==> src/rtl/kgp_ctrl_pkg.sv <==
// Shared types and constants for the KGP-RISC multicycle control sequencer.
package kgp_ctrl_pkg;

  typedef enum logic [2:0] {
    ST_IDLE = 3'd0,
    ST_IF   = 3'd1,
    ST_ID   = 3'd2,
    ST_EX   = 3'd3,
    ST_MEM  = 3'd4,
    ST_WB   = 3'd5,
    ST_HALT = 3'd6
  } state_t;

  localparam logic [5:0] OP_ALU       = 6'h00;
  localparam logic [5:0] OP_ALUI_BASE = 6'h10;
  localparam logic [5:0] OP_LW        = 6'h20;
  localparam logic [5:0] OP_SW        = 6'h21;
  localparam logic [5:0] OP_BCOND     = 6'h30;
  localparam logic [5:0] OP_BR        = 6'h31;
  localparam logic [5:0] OP_HALT      = 6'h3F;

  localparam logic [3:0] ALU_ADD = 4'h0;

  // One-hot instruction class produced by the decoder.
  typedef struct packed {
    logic alu_rr;
    logic alu_imm;
    logic lw;
    logic sw;
    logic bcond;
    logic br;
    logic halt;
    logic illegal;
  } iclass_t;

endpackage

==> src/rtl/kgp_ctrl_fsm_decode.sv <==
// Combinational opcode classifier for the KGP sequencer (module kgp_instr_decode).
// Optional feature macro: KGP_HALT_EN (opcode 6'h3F decodes as HALT instead of illegal).
module kgp_instr_decode
  import kgp_ctrl_pkg::*;
(
  input  logic [5:0] i_opcode,
  input  logic [3:0] i_func,
  output iclass_t    o_class,
  output logic [3:0] o_alufunc
);

  always_comb begin
    o_class   = '0;
    o_alufunc = ALU_ADD;
    if (i_opcode == OP_ALU) begin
      o_class.alu_rr = 1'b1;
      o_alufunc      = i_func;
    end else if ((i_opcode & 6'h30) == OP_ALUI_BASE) begin
      o_class.alu_imm = 1'b1;
      o_alufunc       = i_opcode[3:0];
    end else if (i_opcode == OP_LW) begin
      o_class.lw = 1'b1;
    end else if (i_opcode == OP_SW) begin
      o_class.sw = 1'b1;
    end else if (i_opcode == OP_BCOND) begin
      o_class.bcond = 1'b1;
    end else if (i_opcode == OP_BR) begin
      o_class.br = 1'b1;
    end else if (i_opcode == OP_HALT) begin
`ifdef KGP_HALT_EN
      o_class.halt = 1'b1;
`else
      o_class.illegal = 1'b1;
`endif
    end else begin
      o_class.illegal = 1'b1;
    end
  end

endmodule

==> src/rtl/kgp_ctrl_fsm.sv <==
// KGP-RISC multicycle control FSM: sequences IF/ID/EX/MEM/WB and drives all datapath controls.
// Optional feature macro: KGP_HALT_EN (enables the HALT state for opcode 6'h3F).
module kgp_ctrl_fsm
  import kgp_ctrl_pkg::*;
(
  input  logic        clk,
  input  logic        reset,
  input  logic        run,
  input  logic [31:0] irout,
  output logic        readim,
  output logic        ldir,
  output logic        ldnpc,
  output logic        ldA,
  output logic        ldB,
  output logic        ldimm,
  output logic        opcond,
  output logic        alusel1,
  output logic        alusel2,
  output logic        aluen,
  output logic        ldaluout,
  output logic [3:0]  alufunc,
  output logic        writedmem,
  output logic        readdmem,
  output logic        ldlmd,
  output logic        branch,
  output logic        ldpc,
  output logic        regwrite,
  output logic        selwb,
  output logic        instr_done,
  output logic        illegal,
  output logic        halted
);

  state_t     r_state;
  state_t     w_state_nxt;
  state_t     w_after;
  iclass_t    w_cls;
  logic [3:0] w_func;
  logic       r_illegal;
  logic       w_set_illegal;
  logic       w_unused;

  kgp_instr_decode u_dec (
    .i_opcode  (irout[31:26]),
    .i_func    (irout[3:0]),
    .o_class   (w_cls),
    .o_alufunc (w_func)
  );

  // Middle instruction bits belong to the datapath only.
  assign w_unused = ^irout[25:4];

  always_ff @(posedge clk or negedge reset) begin
    if (!reset) begin
      r_state   <= ST_IDLE;
      r_illegal <= 1'b0;
    end else begin
      r_state <= w_state_nxt;
      if (w_set_illegal) r_illegal <= 1'b1;
    end
  end

  assign w_after = run ? ST_IF : ST_IDLE;
  assign illegal = r_illegal;

`ifdef KGP_HALT_EN
  assign halted = (r_state == ST_HALT);
`else
  assign halted = 1'b0;
`endif

  always_comb begin
    w_state_nxt   = r_state;
    w_set_illegal = 1'b0;
    readim     = 1'b0;  ldir     = 1'b0;  ldnpc    = 1'b0;
    ldA        = 1'b0;  ldB      = 1'b0;  ldimm    = 1'b0;
    opcond     = 1'b0;  alusel1  = 1'b0;  alusel2  = 1'b0;
    aluen      = 1'b0;  ldaluout = 1'b0;  alufunc  = '0;
    writedmem  = 1'b0;  readdmem = 1'b0;  ldlmd    = 1'b0;
    branch     = 1'b0;  ldpc     = 1'b0;
    regwrite   = 1'b0;  selwb    = 1'b0;  instr_done = 1'b0;
    case (r_state)
      ST_IDLE: if (run) w_state_nxt = ST_IF;
      ST_IF: begin
        readim = 1'b1; ldir = 1'b1; ldnpc = 1'b1;
        w_state_nxt = ST_ID;
      end
      ST_ID: begin
        ldA = 1'b1; ldB = 1'b1; ldimm = 1'b1;
        if (w_cls.halt) begin
          instr_done  = 1'b1;
          w_state_nxt = ST_HALT;
        end else if (w_cls.illegal) begin
          w_set_illegal = 1'b1;
          instr_done    = 1'b1;
          w_state_nxt   = w_after;
        end else begin
          w_state_nxt = ST_EX;
        end
      end
      ST_EX: begin
        aluen = 1'b1; ldaluout = 1'b1;
        alufunc = w_func;
        if (w_cls.alu_rr) begin
          alusel1 = 1'b1;
        end else if (w_cls.alu_imm || w_cls.lw || w_cls.sw) begin
          alusel1 = 1'b1; alusel2 = 1'b1;
        end else if (w_cls.bcond) begin
          alusel2 = 1'b1; opcond = 1'b1;
        end
        w_state_nxt = ST_MEM;
      end
      ST_MEM: begin
        ldpc      = 1'b1;
        readdmem  = w_cls.lw;
        ldlmd     = w_cls.lw;
        writedmem = w_cls.sw;
        branch    = w_cls.br;
        opcond    = w_cls.bcond;
        if (w_cls.alu_rr || w_cls.alu_imm || w_cls.lw) begin
          w_state_nxt = ST_WB;
        end else begin
          instr_done  = 1'b1;
          w_state_nxt = w_after;
        end
      end
      ST_WB: begin
        regwrite    = 1'b1;
        selwb       = w_cls.lw;
        instr_done  = 1'b1;
        w_state_nxt = w_after;
      end
      ST_HALT: begin
`ifdef KGP_HALT_EN
        w_state_nxt = ST_HALT;
`else
        w_state_nxt = ST_IDLE;
`endif
      end
      default: w_state_nxt = ST_IDLE;
    endcase
  end

endmodule
==> config.mk <==
export PLATFORM = sky130hd
export DESIGN_NAME = kgp_ctrl_fsm
export DESIGN_NICKNAME = d
export VERILOG_FILES = /design/src/rtl/kgp_ctrl_pkg.sv /design/src/rtl/kgp_ctrl_fsm_decode.sv /design/src/rtl/kgp_ctrl_fsm.sv
export SDC_FILE = /design/constraint.sdc
export NUM_CORES = 1
export LEC_CHECK = 0
export CORE_MARGIN = 2
export CORE_UTILIZATION = 26
export DETAILED_ROUTE_END_ITERATION = 8
export PLACE_DENSITY = 0.95
export SLEW_MARGIN = 5
export SYNTH_ARGS = -nofsm -noshare
export SYNTH_HDL_FRONTEND = slang
export SYNTH_SLANG_ARGS = --single-unit
==> constraint.sdc <==
create_clock -name clk -period 2.49 [get_ports clk]
set_input_delay 0.498 -clock clk [delete_from_list [all_inputs] [get_ports clk]]
set_output_delay 0.498 -clock clk [all_outputs]
set_load 0.01 [all_outputs]
==> summary.md, run 1 <==
| Metric | Value |
|---|---|
| Placed inst area | roughly 830 um^2 |
| Outcome | completed |
| RD Place Congestion | 0.7393 |
| Synth cell types | 23 |
| Largest net degree at the start of global routing | 8 |
| Final Cycle Share | 0.9598 |
| Final Cell Area | 879.6 um^2 |
| Slowest stage delay, CP | 0.52 ns |
| Total clock buffers created by CTS | 3 |
| Diode count | 0 |
| Post-Route Skew | roughly 0.0043 ns |
| First-pass GRT wire length | ~2400 um |
| # port buffers | 36 |
| Post-Route WL | 1446 um |
| Die area | 2087 um^2 |
| Synth area leader | dfrtp_1 |
| CP max-delay cell | clkdlybuf4s50_1 |
| Cell family with most CP delay | buffers and inverters |
| Final hold viol count | 0 |
| First DRT Iteration DRCs | 5 |
| RR Startpoint | r_state[0] |
| Vias in the first global route | just under 600 |
| Crit-path max FO | 4 |
| DRT met1 WL | 561 um |
| CTS max path bufs | 2 |
| Met3 wire length | 86 um |
| Rel. slew slack | 0.6428 |
| Hpwl dp | 1156 um |
| Fin. max-slew vios | 0 |
| Worst Path Required | 1.99 ns |
| Max Fclk | around 0.42 GHz |
| Setup violators final | 0 |
| Startpoint Class | primary input |
| Remaining DRCs | 0 |
| # placed instances | 115 |
| Avg Vias per Cell | about 4.7 |
| Starting Density | 0.2704 |
| Pleak | 0.4351 nW |
| Worst vdd ir | ~470 uV |
| Mapped Area | 451.7 um^2 |
| Final net count | between 100 and 150 |
| RSZ-0062 raised after global routing | false |
| Cell Pwr Density | 600.2 nW/um^2 |
| Area Overhead vs Synth | 94.74% |
| Clk pin slew, worst setup/hold paths | 0.03 ns |
| Critical Path Sink Type | output port |
| Reg2reg path depth | 4 |
| CTS tree | yes |
| Worst hold path cell count | 1 |
| DR vias | 582 |
| Worst skew pair latency | 0.23 ns |
| Final Util | 0.5266 |
| Reg-to-Reg End | illegal |
| Fill cells | roughly 170 |
| Seq cells post-synth | 4 |
| Commonest non-fill, non-tap cell in the layout | clkdlybuf4s50_1 |
| Levels on crit path | 6 |
| Root Buffer | clkbuf_4 |
| Post-Syn Nets | 97 |
| Row cnt | 15 |
| Die width | 45.68 um |
| Post-synthesis sequential area ratio | 0.2216 |
| First-pass iteration count of the detailed router | 4 |
| CORE AREA | 1670 um^2 |
| Synthesis Warnings | 0 |
| GRT Util Overall | 0.1566 |
| Hold crit path type | reg -> reg |
| Share of the synthesized area in the top cell type | 0.2216 |
| CP Buf/Inv Count | 3 |
| Post-Synthesis Cells | 62 |
| Final hold slack | 0.4602 ns |
| Tmin final | 2.390 ns |
| Arrival @ worst endpoint | 1.89 ns |
| Sequence of cells on the critical path | clkdlybuf4s50_1 -> and2b_1 -> buf_4 -> a31oi_1 -> nor2_1 -> dlygate4sd2_1 |
| Max-cap violations | 0 |
| Area contributors post-synth | dfrtp_1, buf_4, nor2_1 |
| Slew of the pin with the lowest slew margin | 0.5347 ns |
| Met2 WL post-DR | 798 um |
| Routed Antenna Nets | 0 |
| Worst setup path start | irout[31] |
| Flop-to-flop setup slack | 1.15 ns |
| Most frequent cells in the layout | clkdlybuf4s50_1, dlygate4sd2_1, buf_4, nor2_1, nand2_1 |
| Avg Cell Area, Syn | about 7.3 um^2 |
| Initial antenna violation count | 0 |
| Finished Layout Cells | about 120 |
| Layout cells sized above 1 | 0.2170 |
| WS Path Type | in -> out |
| Number of hold buffers added after CTS | 0 |
| Crit path capture | alusel1 |
| IO Pins | 60 |
| Die Y | 45.68 um |
| WL/cell | 11.76 um |
| Top routing layer used | met3 |
| Sink Count | 4 |
| Max H-tree Level | 1 |
| Total gr overflow | 0 |
| Fin Setup TNS | 0 ns |
## sequential cells by signal (all words and copies together) (netlist names)
| signal | flops |
|---|---|
| r_state | 3 |
| illegal | 1 |
## worst min path at each step
| stage | to | from |
|---|---|---|
| final | illegal | illegal |
| after global routing | r_state[2] | reset |
| after CTS | r_state[2] | reset |
| after detailed placement | illegal | illegal |
| after global placement | illegal | illegal |
| after floorplan | illegal | reset |
## per-stage QoR
step	power (mW)	setup WS, ns
after floorplan	0.2972	0.5767
after global placement	0.4480	-0.2580
after detailed placement	0.4527	-0.2587
after CTS	0.5339	0.1032
after global routing	0.5704	0.01155
final	0.5279	0.1002
## worst register-to-register path: stages (launching register included)
cell	delay [ns]
dfrtp_1	0.42
nor3b_1	0.50
nand2_1	0.14
buf_4	0.16
nand2b_1	0.05
## area by class of cell
class / count / area [um^2] / share of cell area
clock buffer: 3 / 22.52 / 0.02560
timing repair buffer: 49 / 437.9 / 0.4979
tap: 17 / 21.27 / 0.02418
multi-input combinational: 48 / 290.3 / 0.3300
sequential: 4 / 100.1 / 0.1138
inverter: 2 / 7.507 / 0.008535
## per-layer routing
layer  GRT usage  up-vias
li1            -      293
met1      0.1715      268
met2      0.2873       21
met3     0.01984        0
met4     0.08235        0
met5           0        -
## logic make-up after synthesis
family	count (synthesis)	share of synthesized area
compound gates	11	0.1440
buf+inv	10	0.1496
flops	4	0.2216
other cells	1	0.008302
simple gates	36	0.4765
## Yosys cell counts
cell and instances:
nor3b_2 1, nand3b_1 1, inv_1 2, and2b_1 2
a21oi_1 4, nor3b_1 3, nor4_1 1, nand2b_1 5
nor3_1 1, a31oi_1 2, nor3_4 1, o21ai_0 2
and2_4 1, nand3_2 1, conb_1 1, nand2_1 7
nor2_1 9, nand3_1 1, dfrtp_1 4, a22oi_1 3
buf_4 8, and2_1 1, and2b_2 1
## power breakdown
part | switching [mW] | total, mW | internal [mW]
sequential | 0.0245 | 0.111 | 0.0865
combinational | 0.147 | 0.337 | 0.191
clock | 0.0258 | 0.0796 | 0.0539
## what timing repair did
item	4_1_cts	5_1_grt
resized for setup	18	1
endpoints found under the setup margin	13	1
setup buffers	5	0
pin swaps	2	0
(Power assumes the default switching activity.)
==> run 2: changes to the inputs <==
--- a/config.mk
+++ b/config.mk
@@ -5,7 +5,7 @@
 export SDC_FILE = /design/constraint.sdc
 export NUM_CORES = 1
 export LEC_CHECK = 0
-export CORE_MARGIN = 2
+export CORE_MARGIN = 3
 export CORE_UTILIZATION = 26
 export DETAILED_ROUTE_END_ITERATION = 8
 export PLACE_DENSITY = 0.95
==> summary.md, run 2 (same netlist as run 1, synthesis figures left out) <==
| Metric | Value |
|---|---|
| CORE AREA | 1577 um^2 (-5.6%) |
| Die width | 47.68 um (+4.4%) |
| CP max-delay cell | clkdlybuf4s50_1 |
| Vias in the first global route | 578 (unchanged) |
| First-pass iteration count of the detailed router | 4 (unchanged) |
| Worst Path Required | 1.99 ns (about the same) |
| Remaining DRCs | 0 (unchanged) |
| Final hold slack | 0.4668 ns (+0.006563 ns) |
| Root Buffer | clkbuf_4 |
| Commonest non-fill, non-tap cell in the layout | clkdlybuf4s50_1 |
| Die Y | 47.68 um (+4.4%) |
| CTS max path bufs | 2 (unchanged) |
| Slowest stage delay, CP | 0.58 ns (+0.06 ns) |
| Arrival @ worst endpoint | 1.89 ns (about the same) |
| RD Place Congestion | 0.7906 (+6.9%) |
| Area Overhead vs Synth | 91.41% |
| Final worst setup slack | 0.1042 ns (+0.004013 ns) |
| Worst vdd ir | 409.4 uV (-12%) |
| Startpoint Class | primary input |
| Tmin final | 2.386 ns (-0.004013 ns) |
| Cell Pwr Density | 617.9 nW/um^2 (+3.0%) |
| Flop-to-flop setup slack | 1.18 ns (+0.03 ns) |
| Final net count | 140 (-2.1%) |
| Fin. max-slew vios | 0 (unchanged) |
| Avg Vias per Cell | 5.000 (+5.7%) |
| Final Util | 0.5484 (+0.02182) |
| Slew of the pin with the lowest slew margin | 0.5220 ns (-0.01269 ns) |
| Hpwl dp | 1275 um (+10%) |
| Setup WS pre-CTS | -0.2330 ns (+0.02571 ns) |
| DR vias | 595 (+2.2%) |
| Routed Antenna Nets | 0 (unchanged) |
| # port buffers | 36 (unchanged) |
| Layout cells sized above 1 | 0.2039 (-0.01310) |
| Largest net degree at the start of global routing | 8 (unchanged) |
| Most frequent cells in the layout | clkdlybuf4s50_1, dlygate4sd2_1, buf_4, nor2_1, nand2_1 |
| Final Cycle Share | 0.9582 (-0.001612) |
| First-pass GRT wire length | 2256 um (-5.5%) |
| Row cnt | 14 (-1) |
| Max Fclk | 0.4191 GHz (+0.17%) |
| WS Path Type | in -> out |
| Die area | 2273 um^2 (+8.9%) |
| CTS tree | yes |
| Worst skew pair latency | 0.24 ns (about the same) |
| Post-Route Skew | 0.002932 ns (-0.001418 ns) |
| IO Pins | 60 (unchanged) |
| Pleak | 0.4351 nW (about the same) |
| Total clock buffers created by CTS | 3 (unchanged) |
| Crit-path max FO | 6 (+2) |
| First DRT Iteration DRCs | 7 (+2) |
| Max H-tree Level | 1 (unchanged) |
| RSZ-0062 raised after global routing | false |
| Post-Route WL | 1527 um (+5.6%) |
| Initial antenna violation count | 0 (unchanged) |
| Final hold viol count | 0 (unchanged) |
| Max reg flops | 3 (unchanged) |
| WL/cell | 12.83 um (+9.2%) |
| Rel. slew slack | 0.6513 (+0.008478) |
| Total gr overflow | 0 (unchanged) |
| Hold crit path type | in -> async |
| Fill cells | 164 (-1.2%) |
| Outcome | completed |
| Finished Layout Cells | 119 (-3.3%) |
| Top reg by flops | r_state |
| Diode count | 0 (unchanged) |
| Clk pin slew, worst setup/hold paths | 0.04 ns (about the same) |
| Starting Density | 0.2865 (+0.01610) |
| Sequence of cells on the critical path | clkdlybuf4s50_1 -> nor2_1 -> buf_4 -> a21oi_1 -> o21ai_1 -> nand2_1 -> clkdlybuf4s15_1 |
| Setup violators final | 0 (unchanged) |
| Sink Count | 4 (unchanged) |
| # placed instances | 114 (-0.87%) |
| Max-cap violations | 0 (unchanged) |
| Critical Path Sink Type | output port |
| GRT Util Overall | 0.1369 (-0.01972) |
[run 2: report_power, final]
group	total (mW)	internal, mW	leakage, nW	switching (mW)
clock network	0.0818	0.0540	0.0138	0.0278
logic	0.341	0.191	0.374	0.150
registers	0.112	0.0865	0.0475	0.0253
total	0.534	0.331	0.435	0.203
[run 2: layout make-up]
class | count | area, um^2 | share of cell area
repair buffers | 46 | 420.4 | 0.4863
multi-input cells | 48 | 294.0 | 0.3401
flip-flops and latches | 4 | 100.1 | 0.1158
clock buffers | 3 | 22.52 | 0.02605
well taps | 16 | 20.02 | 0.02315
inverters | 2 | 7.507 | 0.008683
[run 2: path summary, 6_finish.rpt]
path	startpoint	end	cells after the start
max	irout[26]	instr_done	7
min	reset	illegal	1
max reg2reg	r_state[0]	illegal	4
min reg2reg	illegal	illegal	1
max in group asynchronous	reset	r_state[1]	1
min in group clk	illegal	illegal	1
[run 2: worst max-delay path: cells and delay by family]
kind / cells / cell delay [ns]
buf+inv: 3 / 0.96
compound gates: 2 / 0.24
simple gates: 2 / 0.17
[run 2: metal layers]
| metal | global-route usage | up-vias | routed length, um |
|---|---|---|---|
| met5 | 0 | - | 0 |
| met4 | 0.09140 | 0 | 31 |
| met3 | 0.02256 | 4 | 120 |
| met2 | 0.2507 | 31 | 784 |
| met1 | 0.1396 | 270 | 590 |
| li1 | - | 290 | - |
[run 2: what timing repair did]
item	CTS	global route
pin swaps	2	0
endpoints found under the setup margin	13	4
gates resized for setup	16	6
buffers inserted	2	0
hold buffers	0	0
[run 2: metrics by stage]
step           TNS (ns)  power (mW)  cell area, um^2
2_1_floorplan         0      0.2972            451.7
3_3_place_gp     -1.958      0.4480            832.0
6_report              0      0.5343            864.6
3_5_place_dp     -2.207      0.4583            832.0
4_1_cts               0      0.5402            853.3
5_1_grt               0      0.5714            864.6
==> run 3: changes to the inputs <==
--- a/config.mk
+++ b/config.mk
@@ -8,7 +8,7 @@
 export CORE_MARGIN = 3
 export CORE_UTILIZATION = 26
 export DETAILED_ROUTE_END_ITERATION = 8
-export PLACE_DENSITY = 0.95
+export PLACE_DENSITY_LB_ADDON = 0.15
 export SLEW_MARGIN = 5
 export SYNTH_ARGS = -nofsm -noshare
 export SYNTH_HDL_FRONTEND = slang
==> summary.md, run 3 (same netlist as run 1, synthesis figures left out) <==
| Metric | Value |
|---|---|
| Starting Density | 0.2865 (unchanged) |
| CP max-delay cell | clkdlybuf4s50_1 |
| Final hold slack | 0.4624 ns (-0.004380 ns) |
| Final Util | 0.5667 (+0.01825) |
| Tmin final | 2.363 ns (-0.02256 ns) |
| Crit path capture | alusel1 |
| IO Pins | 60 (unchanged) |
| Final net count | 144 (+2.9%) |
| First DRT Iteration DRCs | 11 (+4) |
| Critical Path Sink Type | output port |
| Pwr Total | 524.5 uW (-1.8%) |
| # port buffers | 36 (unchanged) |
| Worst vdd ir | 413.0 uV (+0.86%) |
| Cell family with most CP delay | buffers and inverters |
| Die Y | 47.68 um (unchanged) |
| Arrival @ worst endpoint | 1.87 ns (-0.02 ns) |
| RSZ-0062 raised after global routing | false |
| Levels on crit path | 6 (-1) |
| DRT met1 WL | 631 um (+6.9%) |
| Max-cap violations | 0 (unchanged) |
| Worst setup path start | irout[31] |
| Post-Route Skew | 0.002354 ns (-0.0005772 ns) |
| CTS tree | yes |
| Reg2reg path depth | 4 (unchanged) |
| Reg-to-Reg End | illegal |
| Pleak | 0.4559 nW (+4.8%) |
| Largest net degree at the start of global routing | 8 (unchanged) |
| Sink Count | 4 (unchanged) |
| Total gr overflow | 0 (unchanged) |
| Worst Path Required | 1.99 ns (about the same) |
| Clk pin slew, worst setup/hold paths | 0.04 ns (about the same) |
| Diode count | 0 (unchanged) |
| Final Cell Area | 893.4 um^2 (+3.3%) |
| Routed Antenna Nets | 0 (unchanged) |
| Hpwl dp | 1132 um (-11%) |
| CP Buf/Inv Count | 3 (unchanged) |
| Met3 wire length | 93 um (-23%) |
| Startpoint Class | primary input |
| Max Fclk | 0.4231 GHz (+0.95%) |
| Max reg flops | 3 (unchanged) |
| CORE AREA | 1577 um^2 (unchanged) |
| Fin. max-slew vios | 0 (unchanged) |
| Total clock buffers created by CTS | 3 (unchanged) |
| RD Place Congestion | 0.7883 (-0.29%) |
| Post-Route WL | 1426 um (-6.6%) |
| Hold crit path type | in -> async |
| Worst skew pair latency | 0.23 ns (about the same) |
| Setup violators final | 0 (unchanged) |
| GRT Util Overall | 0.1285 (-0.008365) |
| Crit-path max FO | 4 (-2) |
| Layout cells sized above 1 | 0.2336 (+0.02976) |
| Max H-tree Level | 1 (unchanged) |
| Top reg by flops | r_state |
| Vias in the first global route | 516 (-11%) |
| Final Cycle Share | 0.9491 (-0.009061) |
| First-pass iteration count of the detailed router | 4 (unchanged) |
| CTS max path bufs | 2 (unchanged) |
| Initial antenna violation count | 0 (unchanged) |
| Die area | 2273 um^2 (unchanged) |
| RR Startpoint | r_state[0] |
| Commonest non-fill, non-tap cell in the layout | clkdlybuf4s50_1 |
| Slowest stage delay, CP | 0.50 ns (-0.08 ns) |
| Most frequent cells in the layout | clkdlybuf4s50_1, buf_4, dlygate4sd2_1, nor2_1, nand2_1 |
| Avg Vias per Cell | 4.545 (-9.1%) |
| First-pass GRT wire length | 2111 um (-6.4%) |
| Flop-to-flop setup slack | 1.21 ns (+0.03 ns) |
| Met2 WL post-DR | 701 um (-11%) |
| Outcome | completed |
| DR vias | 559 (-6.1%) |
| Die width | 47.68 um (unchanged) |
| Root Buffer | clkbuf_4 |
| Placed inst area | 832.0 um^2 (unchanged) |
| Sequence of cells on the critical path | clkdlybuf4s50_1 -> and2b_1 -> buf_4 -> a31oi_1 -> nor2_1 -> dlygate4sd2_1 |
| Area Overhead vs Synth | 97.78% |
| Cell Pwr Density | 587.1 nW/um^2 (-5.0%) |
| WS Path Type | in -> out |
| WL/cell | 11.59 um (-9.7%) |
| Final hold viol count | 0 (unchanged) |
| Top routing layer used | met3 |
| Remaining DRCs | 0 (unchanged) |
| Row cnt | 14 (unchanged) |
-- run 3: report_power, final --
part	internal (mW)	switching, mW
registers	0.0865	0.0248
logic	0.192	0.143
clock network	0.0538	0.0243
-- run 3: how the worst min path moves through the flow --
stage	start	end	slack [ns]	depth (start not counted)
after floorplan	reset	illegal	0.20	0
after global placement	illegal	illegal	0.45	1
after detailed placement	illegal	illegal	0.46	1
after CTS	reset	illegal	0.46	1
after global routing	reset	illegal	0.46	1
final	reset	illegal	0.46	1
-- run 3: metal layers --
metal | vias up | track usage
met3 | 0 | 0.01128
li1 | 293 | -
met5 | - | 0
met4 | 0 | 0.04839
met1 | 244 | 0.1757
met2 | 22 | 0.2084
-- run 3: repair_timing --
action                                  CTS  global route
pin swaps                                 2             1
endpoints found under the hold margin     0             0
endpoints found under the setup margin   13            11
gates resized for setup                  16             5
buffers inserted                          5             1
hold buffers                              0             0
-- run 3: layout make-up --
class	instances	area, um^2
repair buffers	50	455.4
fillers	165	683.2
multi-input cells	48	287.8
clock buffers	3	22.52
inverters	2	7.507
well taps	16	20.02
flip-flops and latches	4	100.1
-- run 3: stage by stage --
step	worst slack, ns	cells	setup TNS (ns)
global route	0.02531	123	0
global placement	-0.2369	114	-2.152
floorplan	0.5767	62	0
finish	0.1267	123	0
CTS	-0.008135	122	-0.008135
detailed placement	-0.2509	114	-2.154
